`config.mk`:
```
export PLATFORM = sky130hd
export DESIGN_NAME = fsm_seq_ctrl
export DESIGN_NICKNAME = d
export VERILOG_FILES = /design/src/rtl/fsm_seq_ctrl.sv
export SDC_FILE = /design/constraint.sdc
export NUM_CORES = 1
export LEC_CHECK = 0
export ABC_CLOCK_PERIOD_IN_PS = 3860
export CAP_MARGIN = 20
export CORE_MARGIN = 2
export CORE_UTILIZATION = 40
export DETAILED_ROUTE_END_ITERATION = 8
export SLEW_MARGIN = 15
export SYNTH_ARGS = -nofsm -noshare
export SYNTH_HDL_FRONTEND = slang
export SYNTH_SLANG_ARGS = --single-unit
```
`constraint.sdc`:
```
create_clock -name clk -period 3.86 [get_ports clk]
set_input_delay 0.386 -clock clk [delete_from_list [all_inputs] [get_ports clk]]
set_output_delay 0.386 -clock clk [all_outputs]
set_load 0.005 [all_outputs]
```
`src/rtl/fsm_seq_ctrl.sv`:
```
// Table-driven sequencer: a writable 16-entry {state,a} -> {next,out} table
// stepped by a small IDLE/RUN controller with stop, halt-state and step-limit exits.
module fsm_seq_ctrl #(
  parameter int MAXW = 8
) (
  input  logic            clk,
  input  logic            reset,
  input  logic            cfg_we,
  input  logic [3:0]      cfg_addr,
  input  logic [5:0]      cfg_data,
  output logic [5:0]      cfg_rdata,
  output logic            cfg_err,
  input  logic            start,
  input  logic [2:0]      start_st,
  input  logic            stop,
  input  logic            halt_en,
  input  logic [2:0]      halt_st,
  input  logic [MAXW-1:0] max_steps,
  input  logic            a,
  output logic [2:0]      s,
  output logic [2:0]      state,
  output logic            busy,
  output logic [MAXW-1:0] steps,
  output logic            done,
  output logic [1:0]      done_code
);

  typedef enum logic {
    IDLE = 1'b0,
    RUN  = 1'b1
  } ctrl_e;

  localparam logic [1:0] CODE_NONE  = 2'b00;
  localparam logic [1:0] CODE_HALT  = 2'b01;
  localparam logic [1:0] CODE_LIMIT = 2'b10;
  localparam logic [1:0] CODE_STOP  = 2'b11;

  // Built-in program: the 0/3/2/4/5 counting cycle, packed as {next, out}.
  function automatic logic [5:0] default_entry(input logic [3:0] idx);
    logic [5:0] e;
    case (idx)
      4'd0, 4'd1: e = {3'd1, 3'd0};
      4'd2:       e = {3'd2, 3'd3};
      4'd3:       e = {3'd4, 3'd3};
      4'd4, 4'd5: e = {3'd3, 3'd2};
      4'd6:       e = {3'd0, 3'd4};
      4'd7:       e = {3'd1, 3'd4};
      4'd8, 4'd9: e = {3'd2, 3'd5};
      default:    e = {3'd0, 3'd0};
    endcase
    return e;
  endfunction

  ctrl_e           ctrl_q, ctrl_d;
  logic [5:0]      table_q [16];
  logic [5:0]      table_d [16];
  logic [2:0]      state_q, state_d;
  logic [MAXW-1:0] steps_q, steps_d;
  logic            done_q, done_d;
  logic [1:0]      done_code_q, done_code_d;
  logic            cfg_err_q, cfg_err_d;

  logic [5:0]      entry_s;
  logic [2:0]      next_s;
  logic            limit_hit_s;

  assign entry_s     = table_q[{state_q, a}];
  assign next_s      = entry_s[5:3];
  // Compare one bit wider so a saturated counter can never alias the limit.
  assign limit_hit_s = (max_steps != {MAXW{1'b0}}) &&
                       (({1'b0, steps_q} + {{MAXW{1'b0}}, 1'b1}) == {1'b0, max_steps});

  // Controller next-state, table update and termination decode.
  always_comb begin
    ctrl_d      = ctrl_q;
    table_d     = table_q;
    state_d     = state_q;
    steps_d     = steps_q;
    done_d      = 1'b0;
    done_code_d = done_code_q;
    cfg_err_d   = 1'b0;
    case (ctrl_q)
      IDLE: begin
        if (cfg_we) begin
          table_d[cfg_addr] = cfg_data;
        end else begin
          table_d = table_q;
        end
        if (start) begin
          state_d     = start_st;
          steps_d     = {MAXW{1'b0}};
          done_code_d = CODE_NONE;
          ctrl_d      = RUN;
        end else begin
          ctrl_d = IDLE;
        end
      end
      RUN: begin
        cfg_err_d = cfg_we;
        if (stop) begin
          ctrl_d      = IDLE;
          done_d      = 1'b1;
          done_code_d = CODE_STOP;
        end else begin
          state_d = next_s;
          if (steps_q == {MAXW{1'b1}}) begin
            steps_d = steps_q;
          end else begin
            steps_d = steps_q + {{(MAXW-1){1'b0}}, 1'b1};
          end
          if (halt_en && (next_s == halt_st)) begin
            ctrl_d      = IDLE;
            done_d      = 1'b1;
            done_code_d = CODE_HALT;
          end else if (limit_hit_s) begin
            ctrl_d      = IDLE;
            done_d      = 1'b1;
            done_code_d = CODE_LIMIT;
          end else begin
            ctrl_d = RUN;
          end
        end
      end
      default: begin
        ctrl_d = IDLE;
      end
    endcase
  end

  // State, table and status registers; reset restores the default program.
  always_ff @(posedge clk or negedge reset) begin
    if (!reset) begin
      ctrl_q      <= IDLE;
      state_q     <= 3'd0;
      steps_q     <= {MAXW{1'b0}};
      done_q      <= 1'b0;
      done_code_q <= CODE_NONE;
      cfg_err_q   <= 1'b0;
      for (int i = 0; i < 16; i++) begin
        table_q[i] <= default_entry(4'(i));
      end
    end else begin
      ctrl_q      <= ctrl_d;
      state_q     <= state_d;
      steps_q     <= steps_d;
      done_q      <= done_d;
      done_code_q <= done_code_d;
      cfg_err_q   <= cfg_err_d;
      for (int i = 0; i < 16; i++) begin
        table_q[i] <= table_d[i];
      end
    end
  end

  assign busy      = (ctrl_q == RUN);
  assign s         = busy ? entry_s[2:0] : 3'd0;
  assign cfg_rdata = table_q[cfg_addr];
  assign state     = state_q;
  assign steps     = steps_q;
  assign done      = done_q;
  assign done_code = done_code_q;
  assign cfg_err   = cfg_err_q;

endmodule

```
## Word level (Yosys, flattened, before mapping)

Index checks and enable logic that the tools add are counted.

- Mux-type cells: 32
- Reduce and logical (&&, ||, !) cells: 8
- $add $sub $neg: 2
- Eq/ne operators: 7
- $lt $le $gt $ge: 3
- Bitwise operators: 3
- Multiply operators: 0
- Divide/modulo/power cells: 0
- Shifts and indexed selects: 0

Operators by type and width:

| cell | count |
|---|---|
| bitwise mux 96 bit | 1 |
| binary-select mux 6 bit (select 4 bit) | 2 |
| two-way mux 6 bit | 5 |
| demux 6 bit (select 4 bit) | 1 |
| two-way mux 8 bit | 3 |
| case mux 8 bit (2 select lines) | 1 |
| greater-or-equal comparator 5 bit, second input constant | 2 |
| NOT 4 -> 5 bit | 2 |
| adder 8 x 1 -> 9 bit, second input constant | 1 |
| == test 9 x 8 -> 1 bit | 1 |
| two-way mux 1 bit | 9 |
| two-way mux 3 bit | 3 |
| adder 8 x 1 -> 8 bit, second input constant | 1 |
| == test 8 bit, second input constant | 1 |
| two-way mux 2 bit | 4 |
| nonzero test 8 bit | 1 |
| inequality test 2 bit, second input constant | 3 |
| case mux 3 bit (2 select lines) | 1 |
| AND reduction 2 bit | 3 |
| less-than comparator 5 x 1 -> 1 bit, second input constant | 1 |
| inequality test 4 x 2 -> 1 bit, second input constant | 1 |
| case mux 2 bit (2 select lines) | 1 |
| == test 3 bit | 1 |
| logical AND 1 bit | 3 |
| other kinds (3) | 3 |

- Flip-flop bits (word level): 112
- Logic and storage cells: 77
- Bits in read-only memories: 0
- Bits in latches: 0
- RAM bits: 0
- Input port bits: 31
- Memories kept: 0

## Depth between registers and ports, before layout

Gate-level depths: netlist (run 1).

- Depth after elaboration: 9
- Mapped depth: 8

## Worst setup path after synthesis (run 1)

Ideal clock, no wire load.

- Kind: in2out
- Start point: input port a
- End point: output port s[0]
- Stages: 6
- Path buffers: 3
- Data required time: 3.474 ns
- Setup slack: 1.283 ns
- Data arrival time: 2.191 ns
- Path through: buf_6 -> buf_2 -> buf_2 -> mux4_2 -> mux4_2 -> and2_1

- Word-level cells in the longest chain between the ends: 5

RTL lines:

| what | RTL line | source |
|---|---|---|
| start: declaration | 19 | `input logic a,` |
| NOT 4 -> 5 bit (implied by the code) | 67 | `assign entry_s = table_q[{state_q, a}];` |
| binary-select mux 6 bit (select 4 bit) | 67 |  |
| two-way mux 6 bit (implied by the code) (2 in series) | 67 |  |
| two-way mux 3 bit | 156 | `assign s = busy ? entry_s[2:0] : 3'd0;` |
| end: declaration | 20 | `output logic [2:0] s,` |

Every way passes these cells. The select of a mux whose other input is x is not followed.

## Worst setup path after layout (run 1)

- Start point: register state_q[0] (netlist: state[0])
- End point: output port s[1]

- Word-level cells in the longest chain between the ends: 5

RTL lines:

| what | RTL line | source |
|---|---|---|
| start: declaration | 57 | `logic [2:0] state_q, state_d;` |
| start signal: assignment | 144 | `state_q <= state_d;` |
| NOT 4 -> 5 bit (implied by the code) | 67 |  |
| binary-select mux 6 bit (select 4 bit) | 67 |  |
| two-way mux 6 bit (implied by the code) (2 in series) | 67 |  |
| two-way mux 3 bit | 156 |  |

Every way passes these cells. The select of a mux whose other input is x is not followed.

==> results.toml, run 1 <==
[run_status]
run_status = "complete, no violations"

[clock_tree]
post_cts_buffers = 0
cts_tree = "built"
insertion_delay_ps = 350
ctsHoldBuffers = 0
cts_buffer_depth = 2
cts_max_level = 3
cts.sinks = 112
clk_pin_slew_worst_paths_ps = 80
numCtsBuffers = 9
cts_resized = 0
cts-root-buf = "clkbuf_16"

[final_layout]
regArea_sq_mm = 0.00283
fin_nets = 551
final_util = 0.474
drive_gt1_frac = 0.406
nFillCells = 1392
multi_input_area_sq_mm = 0.00347
final_cell_mix = "106 x mux2_2, 89 x dfrtp_1, 53 x clkdlybuf4s50_1"
final_common_cell = "mux2_2"
stdcell_area_sq_mm = 0.00751
n_antenna_cell = 0
instances_no_fill = 740
area_growth_pct = 16.1

[pwr]
powerDensity_mw_per_mm2 = 612
peakVddDrop_mv = 0.242
total_leakage_power_nw = 3.01

[yosys]
ys_top_cells_by_area = "dfrtp_1 34%, mux2_2 18%, mux4_2 18%"
synth_edf_count = 0
ys_ff_latch = 112
ys_warn_count = 0
syn_avg_cell_area_sq_um = 13.6
syn-instance-count = 477
synthFlopType = "dfrtp_1"
yosysSeqAreaShare = 0.438
synth.cell_area_sq_mm = 0.00647
yosys.area.top_type_share = 0.344
async_reset_ff_frac = 1.00
yosysUniqueCellTypes = 51
yosys.area.top_type = "dfrtp_1"
synthesis.nets = 509

[critical_path]
critPathBufInv = 1
crit_path_max_fanout = 17
cp_top_family = "flip-flops"
path_class = "flip-flop to output pin"
cpMaxStageDelayCell = "dfrtp_1"
critPathMaxStageDelay_ps = 900
crit_path_end_kind = "output pin"
path_cells = "mux4_2 > mux4_2 > and2_1 > clkdlybuf4s50_1"
crit_arrival_ps = 2790
crit_path_start_kind = "flip-flop"
critPathRequiredTime_ps = 3470
crit_path_frequent_cell = "mux4_2"

[sta]
drv_slew = 0
fmax_ghz = 0.315
worst_pin_slew_ps = 960
setup_violations = 0
fin_skew_ps = 6.84
relSlewSlack = 0.360
fin_tns_setup_ps = 0
postLayoutSetupSlackWorst_ps = 684
finalHoldViolCount = 0
fin_crit_sh = 0.823
rsz0062_at_grt = "no"
min_period_ps = 3180

[floorplan]
die_x_um = 131
coreArea_sq_mm = 0.0158
rows = 46
die_h_um = 131
die-area_sq_mm = 0.0172
io_pins = 56
start_util = 0.409

[place]
dp_cells = 724
place_congestion = 0.798
pre_cts_ws_ps = 599
dp_hpwl_um = 11300
io_buffers = 55
postPlaceCellArea_sq_mm = 0.00719

[grt]
antenna_found_initial = 0
globalRouteTotalUtil = 0.191
grt_pass1_wl_um = 25400
grt_max_degree = 88
overflow = 0
grt_pass1_vias = 4469

[detailed_routing]
drtIter0Drc = 323
postRouteAntennaNets = 0
avgRoutedWirePerCell_um = 21.3
totalWireLength_um = 15700
drtPass1Iterations = 4
vias = 4279
drc_errors = 0
vias_per_cell = 5.78

[job]
drv_cap = 0

[hold_path]
hp-class = "primary input to asynchronous set/reset pin"
-- cells in the mapped netlist, types with 4 or more instances --
cell type,n
dfstp_2,23
mux2_2,106
clkbuf_1,24
xnor2_1,6
a31oi_1,5
nor2b_1,10
mux2i_1,10
nor2_1,14
and2_1,9
nand2_1,29
o21ai_0,12
buf_1,4
nor3_1,8
mux4_2,51
nand3_1,6
nand2b_1,4
dfrtp_1,89
mux2_1,5
a21oi_1,10
-- report_power, final --
part	internal, mW	total [mW]	switching, mW
sequential	1.59	1.97	0.374
combinational	1.05	1.63	0.578
clock	0.570	1.00	0.434
-- flip-flops by register name (all words and copies together), names as in the netlist --
signal,flops
state,3
done_code,2
steps,8
table_q,96
busy,1
done,1
cfg_err,1
-- area by class of cell --
type	count	area share
Sequential cell	112	0.377
Timing Repair Buffer	64	0.0818
Tap cell	216	0.0360
Clock buffer	11	0.0310
Clock inverter	5	0.0108
Multi-Input combinational cell	329	0.462
Inverter	3	0.00150
-- routing by layer --
layer / part of all wire / global-route usage
met1: 0.44 / 0.257
met2: 0.50 / 0.318
met3: 0.047 / 0.0266
met5: 0 / 0
met4: 0.014 / 0.0664
-- logic make-up after synthesis --
logic type                 after synthesis  share of synthesized area
buffers and inverters                   36                     0.0261
AOI/OAI and AO/OA                       48                     0.0492
DFF                                    112                      0.438
adders and majority gates                1                    0.00193
muxes                                  176                      0.397
xor gates and xnor gates                 9                     0.0134
and+or+nand+nor                         95                     0.0741
-- final timing paths --
path,startpoint,to,slack [ps],depth (start not counted)
setup reg to reg,state[0],done_code[0],1120,6
min in group clk,table_q[30],table_q[30],520,1
hold reg to reg,table_q[30],table_q[30],520,1
setup / recovery,state[0],s[1],680,4
max in group asynchronous,reset,table_q[46],2850,2
hold / removal,reset,table_q[20],70,1
-- through the flow --
step	hold WS (ps)	total power [mW]
2_1_floorplan	90.4	3.06
3_3_place_gp	503	3.57
6_report	73.7	4.59
5_1_grt	157	4.85
3_5_place_dp	513	3.62
4_1_cts	280	4.63
Note: power is estimated with default switching activity, not from simulation.
==> inputs of run 2 (changes only) <==
--- a/config.mk
+++ b/config.mk
@@ -5,7 +5,7 @@
 export SDC_FILE = /design/constraint.sdc
 export NUM_CORES = 1
 export LEC_CHECK = 0
-export ABC_CLOCK_PERIOD_IN_PS = 3860
+export ABC_CLOCK_PERIOD_IN_PS = 2900
 export CAP_MARGIN = 20
 export CORE_MARGIN = 2
 export CORE_UTILIZATION = 40
==> constraint.sdc (replaced) <==
create_clock -name clk -period 2.9 [get_ports clk]
set_input_delay 0.29 -clock clk [delete_from_list [all_inputs] [get_ports clk]]
set_output_delay 0.29 -clock clk [all_outputs]
set_load 0.005 [all_outputs]
==> results.toml, run 2 (same netlist as run 1, synthesis figures left out) <==
[floorplan]
start_util = 0.409
die_x_um = 131
rows = 46
die-area_sq_mm = 0.0172
die_h_um = 131
coreArea_sq_mm = 0.0158
io_pins = 56

[final_layout]
largest_reg_flops = 96
area_growth_pct = 18.5
fin_nets = 567
final_util = 0.484
final_cell_mix = "106 x mux2_2, 89 x dfrtp_1, 52 x clkdlybuf4s50_1"
nFillCells = 1360
top_register = "table_q"
final_common_cell = "mux2_2"
drive_gt1_frac = 0.422
regArea_sq_mm = 0.00283
n_antenna_cell = 0
multi_input_area_sq_mm = 0.00347

[clock_tree]
cts_tree = "built"
cts_buffer_depth = 2
insertion_delay_ps = 350
clk_pin_slew_worst_paths_ps = 70
cts-root-buf = "clkbuf_16"
cts.sinks = 112
cts_max_level = 3
numCtsBuffers = 9

[critical_path]
ff2ff_path_depth = 6
rr_endpoint = "done_code[0]"
critPathRequiredTime_ps = 2610
crit_path_max_fanout = 14
r2r_setup_slack_ps = 390
endpoint = "s[1]"
r2r_start = "state[1]"
cp-startpoint = "state[1]"
crit_path_start_kind = "flip-flop"
path_class = "flip-flop to output pin"
crit_arrival_ps = 2440
crit_path_end_kind = "output pin"

[grt]
antenna_found_initial = 0
grt_max_degree = 49
grt_pass1_vias = 4490
overflow = 0
grt_pass1_wl_um = 25800
globalRouteTotalUtil = 0.192

[detailed_routing]
avgRoutedWirePerCell_um = 21.2
totalWireLength_um = 16000
drtPass1Iterations = 5
drc_errors = 0
postRouteAntennaNets = 0
drtIter0Drc = 400
vias_per_cell = 5.76
vias = 4352

[place]
pre_cts_ws_ps = -14.8
dp_hpwl_um = 11500
place_congestion = 0.852
io_buffers = 55

[sta]
finalHoldViolCount = 0
hold_slack_ps = 472
rsz0062_at_grt = "no"
fin_crit_sh = 0.940
fmax_ghz = 0.367
setup_violations = 0
fin_skew_ps = 3.35
drv_slew = 0
min_period_ps = 2730
relSlewSlack = 0.571
worst_pin_slew_ps = 641
postLayoutSetupSlackWorst_ps = 173
fin_tns_setup_ps = 0

[pwr]
powerDensity_mw_per_mm2 = 790
peakVddDrop_mv = 0.388
total_leakage_power_nw = 3.11
finalPower_mw = 6.05

[job]
drv_cap = 0

[hold_path]
hp-class = "primary input to asynchronous set/reset pin"

[run_status]
run_status = "complete, no violations"
==> run 2: worst min-delay path by stage <==
stage,start,to,slack (ps),depth (start not counted)
floorplan,reset,busy,-6,0
global placement,reset,table_q[32],310,1
detailed placement,reset,table_q[32],320,1
CTS,reset,table_q[32],480,2
global route,reset,table_q[32],530,2
finish,reset,table_q[32],470,2
==> run 2: where the power goes <==
part | leakage [nW] | switching, mW | internal, mW | total [mW]
Combinational | 1.61 | 0.857 | 1.43 | 2.29
Clock | 0.136 | 0.560 | 0.629 | 1.19
Sequential | 1.37 | 0.452 | 2.12 | 2.57
==> run 2: final cells by class <==
class / instances / area share
Clock buffer: 13 / 0.0340
Clock inverter: 3 / 0.00229
Inverter: 3 / 0.00147
Multi-Input combinational cell: 329 / 0.452
Sequential cell: 112 / 0.370
Tap cell: 216 / 0.0353
Timing Repair Buffer: 80 / 0.105
==> run 2: layer usage <==
metal  vias up  GRT usage  routed length (um)
li1       1927          -                   -
met1      2288      0.267                7230
met2       116      0.309                7690
met3        21     0.0266                 720
met4         0     0.0719                 374
met5         -          0                   0
==> run 2: repair_timing <==
action | CTS | global route
setup endpoints to repair | 2 | 3
gates resized for setup | 0 | 1
cloned | 0 | 1
hold endpoints to repair | 24 | 0
hold buffers | 1 | 0
buffers inserted | 1 | 0
==> run 2: worst max-delay path, cell delays in order, from the launching register on <==
cell and delay [ps]:
dfrtp_1 710, buf_4 250, mux4_2 490, and2_1 180
clkdlybuf4s50_1 440
==> run 2: stage by stage <==
| step | area, sq um | instances |
|---|---|---|
| global placement | 7340 | 737 |
| global route | 7660 | 756 |
| finish | 7660 | 756 |
| CTS | 7630 | 755 |
| detailed placement | 7340 | 737 |
| floorplan | 6470 | 477 |
==> inputs of run 3 (changes only) <==
--- a/config.mk
+++ b/config.mk
@@ -10,6 +10,7 @@
 export CORE_MARGIN = 2
 export CORE_UTILIZATION = 40
 export DETAILED_ROUTE_END_ITERATION = 8
+export HOLD_SLACK_MARGIN = 0.03
 export SLEW_MARGIN = 15
 export SYNTH_ARGS = -nofsm -noshare
 export SYNTH_HDL_FRONTEND = slang
==> results of run 3 <==
The final DEF is identical to that of run 2; final timing and power are the same.
